## src/rtl/pwm_pkg.sv

```systemverilog
// Shared types and constants for the centre-aligned PWM block.
// Carrier direction enum, default counter width, trigger enable bit indices.
package pwm_pkg;

  localparam int CNT_W_DEF = 16;

  localparam int TRIG_VALLEY = 0;
  localparam int TRIG_PEAK   = 1;

  typedef enum logic {
    DIR_UP   = 1'b0,
    DIR_DOWN = 1'b1
  } dir_e;

endpackage

```

## src/rtl/pwm_deadtime.sv

```systemverilog
// Per-channel dead-time inserter: delays turn-on edges of the hi/lo pair by dt.
// Ports: clk, reset (async high), raw, dt, enable -> hi, lo (registered, gated).
module pwm_deadtime
  import pwm_pkg::*;
#(
  parameter int W = CNT_W_DEF
) (
  input  logic         clk,
  input  logic         reset,
  input  logic         raw,
  input  logic [W-1:0] dt,
  input  logic         enable,
  output logic         hi,
  output logic         lo
);

  logic         raw_d;
  logic         en_d;
  logic         hi_q;
  logic         lo_q;
  logic [W-1:0] age_q;
  logic [W-1:0] age_now;
  logic         aged;

  // Cycles raw has already held its current level
  // (while enabled), saturating instead of wrapping.
  always_comb begin
    age_now = '0;
    if (en_d && (raw == raw_d)) begin
      if (age_q == '1) begin
        age_now = age_q;
      end else begin
        age_now = age_q + W'(1);
      end
    end
  end

  assign aged = (age_now >= dt);

  always_ff @(posedge clk or posedge reset) begin
    if (reset) begin
      raw_d <= 1'b0;
      en_d  <= 1'b0;
      age_q <= '0;
      hi_q  <= 1'b0;
      lo_q  <= 1'b0;
    end else if (!enable) begin
      raw_d <= raw;
      en_d  <= 1'b0;
      age_q <= '0;
      hi_q  <= 1'b0;
      lo_q  <= 1'b0;
    end else begin
      raw_d <= raw;
      en_d  <= 1'b1;
      age_q <= age_now;
      hi_q  <= raw & aged;
      lo_q  <= ~raw & aged;
    end
  end

  assign hi = hi_q & enable;
  assign lo = lo_q & enable;

endmodule

```

## src/rtl/pwm_multi_ca.sv

```systemverilog
// N-channel centre-aligned PWM: shared up/down carrier, shadowed settings,
// per-channel compare + dead time, valley/peak trigger pulses, debug counter.
module pwm_multi_ca
  import pwm_pkg::*;
#(
  parameter int N_CH  = 3,
  parameter int CNT_W = CNT_W_DEF
) (
  input  logic                  clk,
  input  logic                  reset,
  input  logic [CNT_W-1:0]      period,
  input  logic [N_CH*CNT_W-1:0] duty,
  input  logic [CNT_W-1:0]      dead_time,
  input  logic                  pwm_enable,
  input  logic [1:0]            trig_enable,
  output logic [N_CH-1:0]       pwm_hi,
  output logic [N_CH-1:0]       pwm_lo,
  output logic                  trig_valley,
  output logic                  trig_peak,
  output logic [CNT_W-1:0]      counter_dbg
);

  dir_e                  dir;
  logic [CNT_W-1:0]      cnt;
  logic [CNT_W-1:0]      p_sh;
  logic [CNT_W-1:0]      dt_sh;
  logic [N_CH*CNT_W-1:0] duty_sh;
  logic [N_CH-1:0]       raw;
  logic                  armed;

  logic                  p_zero;
  logic [CNT_W-1:0]      p_top;
  logic                  at_top;
  logic                  valley_ev;
  logic                  peak_ev;
  logic                  inc;
  logic                  dec;
  logic                  load;
  logic                  dt_en;

  assign p_zero    = (p_sh == '0);
  assign p_top     = p_sh - CNT_W'(1);
  assign at_top    = (cnt == p_top);
  assign valley_ev = !p_zero && (dir == DIR_DOWN)
                   && (cnt == '0);
  assign peak_ev   = !p_zero && (dir == DIR_UP)
                   && at_top;
  assign inc       = !p_zero && (dir == DIR_UP)
                   && !at_top;
  assign dec       = !p_zero && (dir == DIR_DOWN)
                   && (cnt != '0);
  // With no period loaded the shadows track the
  // inputs every cycle so the first valley is immediate.
  assign load      = p_zero || valley_ev;

  // Gates stay off until the first shadow load after reset.
  assign dt_en     = pwm_enable & armed;

  always_ff @(posedge clk or posedge reset) begin
    if (reset) begin
      dir         <= DIR_UP;
      cnt         <= '0;
      p_sh        <= '0;
      dt_sh       <= '0;
      duty_sh     <= '0;
      raw         <= '0;
      armed       <= 1'b0;
      trig_valley <= 1'b0;
      trig_peak   <= 1'b0;
    end else begin
      if (load) begin
        p_sh    <= period;
        duty_sh <= duty;
        dt_sh   <= dead_time;
        armed   <= 1'b1;
      end
      unique case (1'b1)
        p_zero: begin
          cnt <= '0;
          dir <= DIR_UP;
        end
        peak_ev:   dir <= DIR_DOWN;
        valley_ev: dir <= DIR_UP;
        inc:       cnt <= cnt + CNT_W'(1);
        dec:       cnt <= cnt - CNT_W'(1);
        default: ;
      endcase
      for (int k = 0; k < N_CH; k++) begin
        raw[k] <= !p_zero
          && (cnt < duty_sh[k*CNT_W +: CNT_W]);
      end
      trig_valley <= valley_ev
        & trig_enable[TRIG_VALLEY];
      trig_peak   <= peak_ev
        & trig_enable[TRIG_PEAK];
    end
  end

  for (genvar k = 0; k < N_CH; k++) begin : g_ch
    pwm_deadtime #(
      .W(CNT_W)
    ) u_dt (
      .clk   (clk),
      .reset (reset),
      .raw   (raw[k]),
      .dt    (dt_sh),
      .enable(dt_en),
      .hi    (pwm_hi[k]),
      .lo    (pwm_lo[k])
    );
  end

  assign counter_dbg = cnt;

endmodule

```

## config.mk

```make
export PLATFORM = sky130hd
export DESIGN_NAME = pwm_multi_ca
export DESIGN_NICKNAME = d
export VERILOG_FILES = /design/src/rtl/pwm_pkg.sv /design/src/rtl/pwm_deadtime.sv /design/src/rtl/pwm_multi_ca.sv
export SDC_FILE = /design/constraint.sdc
export NUM_CORES = 1
export LEC_CHECK = 0
export CAP_MARGIN = 0
export CORE_ASPECT_RATIO = 1.4
export CORE_UTILIZATION = 35
export DETAILED_ROUTE_END_ITERATION = 16
export PLACE_DENSITY = 0.55
export SLEW_MARGIN = 20
export SYNTH_ARGS = -nofsm -noshare
export SYNTH_HDL_FRONTEND = slang
export SYNTH_SLANG_ARGS = --single-unit
```

## constraint.sdc

```tcl
create_clock -name clk -period 7 [get_ports clk]
set_input_delay 2.1 -clock clk [delete_from_list [all_inputs] [get_ports clk]]
set_output_delay 2.1 -clock clk [all_outputs]
set_load 0.05 [all_outputs]
```

==> results of run 1 <==
-- worst max-delay path, stage by stage --
cell             delay, ns
clkdlybuf4s50_1       0.66
and3_1                0.21
clkdlybuf4s50_1       0.80
-- per-layer routing --
metal / vias up / share of wire, %
met5: - / 0
li1: 4103 / -
met2: 180 / 53
met3: 36 / 3.7
met1: 3893 / 41
met4: 0 / 2.4
-- power by group through the flow --
stage                     sequential, mW  combinational, mW  clock (mW)
after detailed placement           0.948             0.0703           0
final                              0.930             0.0681       0.930
after global routing               0.929             0.0757       0.992
after CTS                          0.930             0.0706       0.956
after floorplan                    0.948             0.0140           0
after global placement             0.948             0.0700           0
-- through the flow --
step / setup slack, ns / instances / power (mW)
4_1_cts: 1.09 / 1604 / 1.96
2_1_floorplan: 0.552 / 1113 / 0.962
5_1_grt: 1.04 / 1604 / 2.00
3_5_place_dp: 1.09 / 1572 / 1.02
6_report: 1.12 / 1604 / 1.93
3_3_place_gp: 1.09 / 1572 / 1.02
-- layout make-up --
| cell class | instances | area [um^2] |
|---|---|---|
| clock buffers | 21 | 480 |
| flip-flops and latches | 161 | 4030 |
| well taps | 375 | 469 |
| clock inverters | 11 | 103 |
| multi-input cells | 842 | 5580 |
| repair buffers | 124 | 1200 |
| fillers | 2802 | 16200 |
| inverters | 70 | 268 |
-- worst max-delay path by stage --
stage | startpoint | endpoint | slack [ns]
2_1_floorplan | reset | armed | 0.55
3_3_place_gp | pwm_enable | pwm_lo[1] | 1.09
3_5_place_dp | pwm_enable | pwm_lo[1] | 1.09
4_1_cts | pwm_enable | pwm_hi[1] | 1.09
5_1_grt | pwm_enable | pwm_hi[1] | 1.04
6_report | pwm_enable | pwm_hi[1] | 1.12
-- cells in the mapped netlist, types with 5 or more instances --
library cell  number  area (um^2)
dfrtp_1          161         4030
nand2_1          147          552
ha_1             112         1400
nor2_1            91          342
o21ai_0           88          440
inv_1             69          259
nor3_1            46          230
nand3_1           41          205
a21oi_1           40          200
xor2_1            33          289
a21o_1            32          240
xnor2_1           31          272
clkbuf_1          22         82.6
and3_1            18          113
a22o_1            15          131
nand4_1           15         93.8
nor4_1            14         87.6
and2_1            13         81.3
nand2b_1          10         62.6
buf_2              8         40.0
a31oi_1            7         43.8
o21a_1             7         52.6
buf_4              6         45.0
mux2i_1            6         60.1
or2_2              5         31.3
-- flip-flops by register name, summed over array words and instances (netlist names) --
signal and cells:
armed 1, dir 1, g_ch.u_dt.lo_q 3, counter_dbg 16, trig_peak 1, g_ch.u_dt.raw_d 3, duty_sh 48, g_ch.u_dt.hi_q 3
g_ch.u_dt.age_q 48, raw 3, g_ch.u_dt.en_d 1, p_sh 16, dt_sh 16, trig_valley 1
-- cells by family (layout without fill, tap and decap cells) --
group / Yosys count / count (layout)
compound gates: 225 / 225
xor+xnor: 64 / 64
flops: 161 / 161
fa+ha+maj: 113 / 113
buf+inv: 110 / 226
simple gates: 431 / 431
mux: 9 / 9
==> out/qor.yml, run 1 <==
synthArstFlopShare_pct: 100
use_met2_pct: 36.7
ys_types: 64
dieArea_um2: 29400
swShare_pct: 22.2
layout_common_cells: "dfrtp_1, nand2_1, ha_1"
grt_antenna_before_repair: 0
hold_path.class: "flop to flop"
worstHoldStart: "raw[1]"
period_share_pct: 84.0
synth_nets: 1311
cts_buffer_depth: 2
vdd.ir_drop.worst_mv: 0.148
internal_power_mw: 1.50
synthAdderAreaFrac_pct: 14.1
synth_top_family_by_area: "simple AND/OR/NAND/NOR gates"
grt_max_degree: 73
nets: 1414
area_delta_synth_final_pct: 20.5
slew_viol_final: 0
placed_cell_area_um2: 11500
stdcell_area_um2: 12100
numClockSinks: 161
synth_compound_area_share_pct: 14.2
r2r_cells: 16
p_per_area_nw_per_um2: 159
post_cts_resize_count: 0
cp-end-kind: "primary output"
ios: 109
regToRegSetupSlack_ns: 2.34
tightest_slew_ns: 0.818
synth_area_um2: 10100
path_max_fanout: 7
h-tree-depth: 4
fp.dieH_um: 203
antenna_cells: 0
path_class: "primary input to primary output"
critPathArrivalTime_ns: 3.78
hold_depth: 0
avgSynthCellArea_um2: 9.04
drv_cap: 0
power_frac_comb_pct: 3.5
rows: 73
viasPerCell: 5.12
grt_pass1_vias: 8409
r2r-end: "counter_dbg[15]"
root_buffer: "clkbuf_16"
finalSetupViolCount: 0
synth-seq-cells: 161
fin_util_pct: 42.8
required_ns: 4.90
finalSetupTns_ns: 0
wl_per_cell_um: 17.0
postCtsHoldBufs: 0
met3_usage_pct: 3.64
drt_first_pass_iters: 7
synth-warning-count: 0
drive_gt1_share_pct: 5.37
slew_headroom_pct: 45.3
wirelength_mm: 27.3
max_freq_mhz: 170
whs_ns: 0.465
overflow: 0
postSynthCellCount: 1113
timing.rr.start: "p_sh[0]"
pwr-share-clk_pct: 48.2
drc_errors: 0
core_area_um2: 28300
track_usage_pct: 19.6
port_buffers: 108
clk_pin_slew_ns: 0.06
gp_congestion: 0.809
synth_mux_area_share_pct: 0.933
drt_iter0_drc: 386
p_leak_nw: 5.83
grt_pass1_wl_mm: 44.8
status: "finished clean"
period_needed_ns: 5.88
grt_use_met1_pct: 21.9
vias: 8212
skew_ns: 0.0105
layout_commonest_cell: "dfrtp_1"
synthXorXnorAreaFrac_pct: 5.57
hpwlAfterDp_mm: 20.2
startpoint_type: "primary input"
power.net_switching_mw: 0.428
min_to: "g_ch[1].u_dt.raw_d"
tritoncts: "yes"
cts_buffers: 17
initial_core_util_pct: 35.5
rsz0062_at_grt: "false"
synthFlopType: "dfrtp_1"
seq_area_frac_synth_pct: 40.0
hold_viol: 0
clk_latency_ns: 0.44
synth-simple-area-share_pct: 20.5
post_cts_buffers: 0
seqPwrFrac_pct: 48.2
die_x_um: 145
grt_busiest_layer: "met2"
synth_edf_count: 0
ant_nets: 0
(Power assumes the default switching activity.)
==> run 2: changes to the inputs <==
--- a/config.mk
+++ b/config.mk
@@ -9,7 +9,7 @@
 export CORE_ASPECT_RATIO = 1.4
 export CORE_UTILIZATION = 35
 export DETAILED_ROUTE_END_ITERATION = 16
-export PLACE_DENSITY = 0.55
+export PLACE_DENSITY = 0.57
 export SLEW_MARGIN = 20
 export SYNTH_ARGS = -nofsm -noshare
 export SYNTH_HDL_FRONTEND = slang
==> constraint.sdc (replaced) <==
create_clock -name clk -period 5.4 [get_ports clk]
set_input_delay 1.62 -clock clk [delete_from_list [all_inputs] [get_ports clk]]
set_output_delay 1.62 -clock clk [all_outputs]
set_load 0.05 [all_outputs]
==> run 2 against run 1 <==
Compared with the run above: clock skew is 0.0018 ns higher; worst hold slack worse by 0.010 ns; count of clock-buffer cells in the layout stayed put; worst setup slack worse by 0.64 ns; wire length is 0.98% lower; critical path depth stayed put; total power is 31% higher; utilization is 0.27 points higher; via count is 0.46% higher; critical path type unchanged; largest power group is now the clock network; highest routed layer unchanged.
==> out/qor.yml, run 2 (synthesized netlist as in run 1, its figures left out) <==
h-tree-depth: 4
timing.rr.start: "p_sh[0]"
die_x_um: 145
rows: 73
drt_iter0_drc: 355
layout_commonest_cell: "dfrtp_1"
dp_cells: 1577
wirelength_mm: 27.1
vias: 8250
total_power_mw: 2.53
cts_buffer_depth: 2
critPathArrivalTime_ns: 3.30
gp_congestion: 0.865
hold_viol: 0
status: "finished clean"
grt_pass1_wl_mm: 44.0
clk_latency_ns: 0.44
drive_gt1_share_pct: 5.67
r2r-end: "counter_dbg[15]"
overflow: 0
required_ns: 3.78
viasPerCell: 5.13
port_buffers: 108
grt_pass1_vias: 8341
r2r_cells: 16
worstPathCellList: "clkdlybuf4s50_1, and3_1, clkdlybuf4s50_1"
ios: 109
layout_common_cells: "dfrtp_1, nand2_1, ha_1"
p_per_area_nw_per_um2: 207
path_class: "primary input to primary output"
vdd.ir_drop.worst_mv: 0.200
numClockSinks: 161
grt_max_degree: 100
worstHoldStart: "raw[1]"
fp.dieH_um: 203
antenna_cells: 0
drc_errors: 0
tightest_slew_ns: 0.853
min_to: "g_ch[1].u_dt.raw_d"
reg_top3: "duty_sh (48), g_ch.u_dt.age_q (48)"
p_leak_nw: 5.88
hpwlAfterDp_mm: 20.4
root_buffer: "clkbuf_16"
hold_path.class: "flop to flop"
layout.cells.non_filler: 1609
initial_core_util_pct: 35.5
period_share_pct: 91.1
cp-end-kind: "primary output"
grt_antenna_before_repair: 0
max_freq_mhz: 203
track_usage_pct: 19.4
fin_util_pct: 43.1
startpoint_type: "primary input"
rsz0062_at_grt: "false"
cp_common_cell: "clkdlybuf4s50_1"
postCtsHoldBufs: 0
core_area_um2: 28300
post_cts_buffers: 0
hold_depth: 0
wl_per_cell_um: 16.8
post_cts_resize_count: 0
slew_headroom_pct: 42.9
period_needed_ns: 4.92
slew_viol_final: 0
dieArea_um2: 29400
path_max_fanout: 7
whs_ns: 0.455
regToRegSetupSlack_ns: 0.67
ant_nets: 0
cts_buffers: 17
area_delta_synth_final_pct: 21.3
nets: 1419
cp_slowest_stage_delay_ns: 0.80
finalSetupViolCount: 0
clk_pin_slew_ns: 0.07
skew_ns: 0.0123
drt_first_pass_iters: 4
cp_slowest_cell: "clkdlybuf4s50_1"
tritoncts: "yes"
finalSetupTns_ns: 0
drv_cap: 0
run 2: where the power goes:
part,total [mW],leakage (nW),internal (mW),switching [mW]
logic,0.0892,3.79,0.0552,0.0339
clock network,1.24,0.294,0.720,0.516
registers,1.21,1.79,1.21,0
total,2.53,5.87,1.98,0.549
run 2: metrics by stage:
stage	setup slack [ns]	instance area, um^2
floorplan	0.970	10100
global placement	0.451	11600
detailed placement	0.429	11600
CTS	0.396	12200
global route	0.322	12200
finish	0.482	12200
run 2: area by class of cell:
type,instances,area [um^2]
Clock inverter,11,126
Multi-Input combinational cell,842,5580
Inverter,70,267
Timing Repair Buffer,129,1260
Fill cell,2853,16100
Sequential cell,161,4030
Tap cell,375,469
Clock buffer,21,470
run 2: worst max path at each step:
stage          startpoint               to  slack [ns]  cells past startpoint
3_5_place_dp      p_sh[0]  counter_dbg[15]        0.43                     16
3_3_place_gp   pwm_enable        pwm_hi[1]        0.45                      3
6_report       pwm_enable        pwm_lo[1]        0.48                      3
4_1_cts           p_sh[0]  counter_dbg[15]        0.40                     16
2_1_floorplan     p_sh[8]  counter_dbg[15]        0.97                     14
5_1_grt           p_sh[7]  counter_dbg[15]        0.32                     14
run 2: per-layer routing:
layer	GRT usage (%)	wire [um]	vias up
li1	-	-	4124
met1	21.8	11300	3931
met2	35.4	14000	152
met3	3.55	931	43
met4	8.38	845	0
met5	0	0	-
run 2: critical path, delay by kind of cell:
| kind | cells | cell delay (ns) |
|---|---|---|
| buf+inv | 2 | 1.47 |
| simple gates | 1 | 0.21 |
==> run 3: changes to the inputs <==
==> constraint.sdc (replaced) <==
create_clock -name clk -period 4.5 [get_ports clk]
set_input_delay 1.35 -clock clk [delete_from_list [all_inputs] [get_ports clk]]
set_output_delay 1.35 -clock clk [all_outputs]
set_load 0.05 [all_outputs]
==> run 3 against run 2 <==
Compared with the run above: clock skew barely moved; non-clock buffer count rose by 13; final area rose by 1.2%; total power rose by 23%; first-iteration DRC count rose by 20%; combinational power rose by 22%; utilization rose by 0.50 points; worst setup slack got worse by 0.12 ns; sequential power rose by 20%; global-route usage rose by 0.27 points; die area did not move; critical path type is now flop to flop.
==> out/qor.yml, run 3 (synthesized netlist as in run 1, its figures left out) <==
grt_antenna_before_repair: 1
tritoncts: "yes"
antenna_cells: 0
grt_pass1_wl_mm: 44.6
stdcell_area_um2: 12300
swShare_pct: 20.5
drt_first_pass_iters: 5
layout_common_cells: "dfrtp_1, nand2_1, ha_1"
h-tree-depth: 4
internal_power_mw: 2.47
period_share_pct: 92.0
tightest_slew_ns: 0.932
placed_cell_area_um2: 11700
grt_max_degree: 81
critPathArrivalTime_ns: 4.45
initial_core_util_pct: 35.5
cp-end-kind: "flop"
slew_viol_final: 0
post_cts_buffers: 0
drive_gt1_share_pct: 7.06
cts_buffers: 17
reg_top3: "duty_sh (48), g_ch.u_dt.age_q (48)"
wl_per_cell_um: 17.0
vias: 8403
numClockSinks: 161
rows: 73
ant_nets: 0
fin_util_pct: 43.6
grt_use_met1_pct: 22.7
hold_viol: 0
path_max_fanout: 8
met3_usage_pct: 3.44
required_ns: 4.81
drc_errors: 0
finalSetupTns_ns: 0
p_leak_nw: 5.96
postLayoutSetupSlackWorst_ns: 0.361
drt_iter0_drc: 426
dieArea_um2: 29400
path_class: "flop to flop"
postCtsHoldBufs: 0
pre_cts_ws_ns: -0.0510
dp_cells: 1590
layout_commonest_cell: "dfrtp_1"
clk_pin_slew_ns: 0.06
ios: 109
power_frac_comb_pct: 3.5
nets: 1432
root_buffer: "clkbuf_16"
period_needed_ns: 4.14
layout.cells.non_filler: 1621
gp_congestion: 0.874
track_usage_pct: 19.6
cts_buffer_depth: 2
drv_cap: 0
whs_ns: 0.475
skew_ns: 0.0120
grt_busiest_layer: "met2"
vdd.ir_drop.worst_mv: 0.272
status: "finished clean"
use_met2_pct: 35.1
hold_path.class: "flop to flop"
wirelength_mm: 27.6
core_area_um2: 28300
pwr-share-clk_pct: 49.9
fp.dieH_um: 203
slew_headroom_pct: 37.7
clk_latency_ns: 0.43
rsz0062_at_grt: "false"
port_buffers: 108
hpwlAfterDp_mm: 20.8
grt_pass1_vias: 8403
power.net_switching_mw: 0.636
post_cts_resize_count: 1
overflow: 0
p_per_area_nw_per_um2: 252
total_power_mw: 3.11
fillers: 2861
startpoint_type: "flop"
finalSetupViolCount: 0
max_freq_mhz: 242
viasPerCell: 5.18
seqPwrFrac_pct: 46.6
area_delta_synth_final_pct: 22.7
die_x_um: 145
-- run 3: changes by cell type in the layout (fill, tap and decap cells not counted), moves of 2 or more --
cell and delta:
bufinv_16 +2, clkbuf_1 +2, clkinv_4 -2, buf_4 +17, clkdlybuf4s50_1 -6, buf_12 +2
-- run 3: worst max-delay path, stage by stage (launching register included) --
cell and delay [ns]:
dfrtp_1 0.39, nor4_2 0.32, nand2_1 0.17, nor4_2 0.43, nor2_2 0.18, ha_1 0.36
a21oi_1 0.27, a21boi_1 0.20, a2111oi_2 0.47, o31ai_1 0.16, o41ai_1 0.34, mux2_2 0.39
o21a_1 0.16, o21a_1 0.18
-- run 3: final cells by class --
type	count	area, um^2	area share, %
clock inverters	9	155	1.26
multi-input cells	842	5590	45.3
clock buffers	22	464	3.76
flip-flops and latches	161	4030	32.6
inverters	70	267	2.16
well taps	375	469	3.80
repair buffers	142	1370	11.1
-- run 3: routing by layer --
metal | share of wire, % | vias to the layer above
met5 | 0.047 | -
met1 | 41 | 4035
li1 | - | 4131
met3 | 3.3 | 48
met4 | 3.9 | 2
met2 | 52 | 187
-- run 3: power groups by stage --
stage	clock network (mW)	registers (mW)	logic, mW
after floorplan	0	1.47	0.0220
after global routing	1.64	1.45	0.121
after detailed placement	0	1.47	0.112
final	1.55	1.45	0.109
after CTS	1.59	1.45	0.112
after global placement	0	1.47	0.111
-- run 3: final timing paths --
path / slack [ns] / end / from / cells past startpoint
hold reg to reg: 0.47 / duty_sh[16] / duty_sh[16] / 2
setup reg to reg: 0.36 / counter_dbg[15] / p_sh[7] / 13
max in group asynchronous: 2.28 / dt_sh[1] / reset / 3
hold / removal: 0.47 / duty_sh[16] / duty_sh[16] / 2
min in group asynchronous: 1.37 / p_sh[13] / reset / 2
setup / recovery: 0.36 / counter_dbg[15] / p_sh[7] / 13
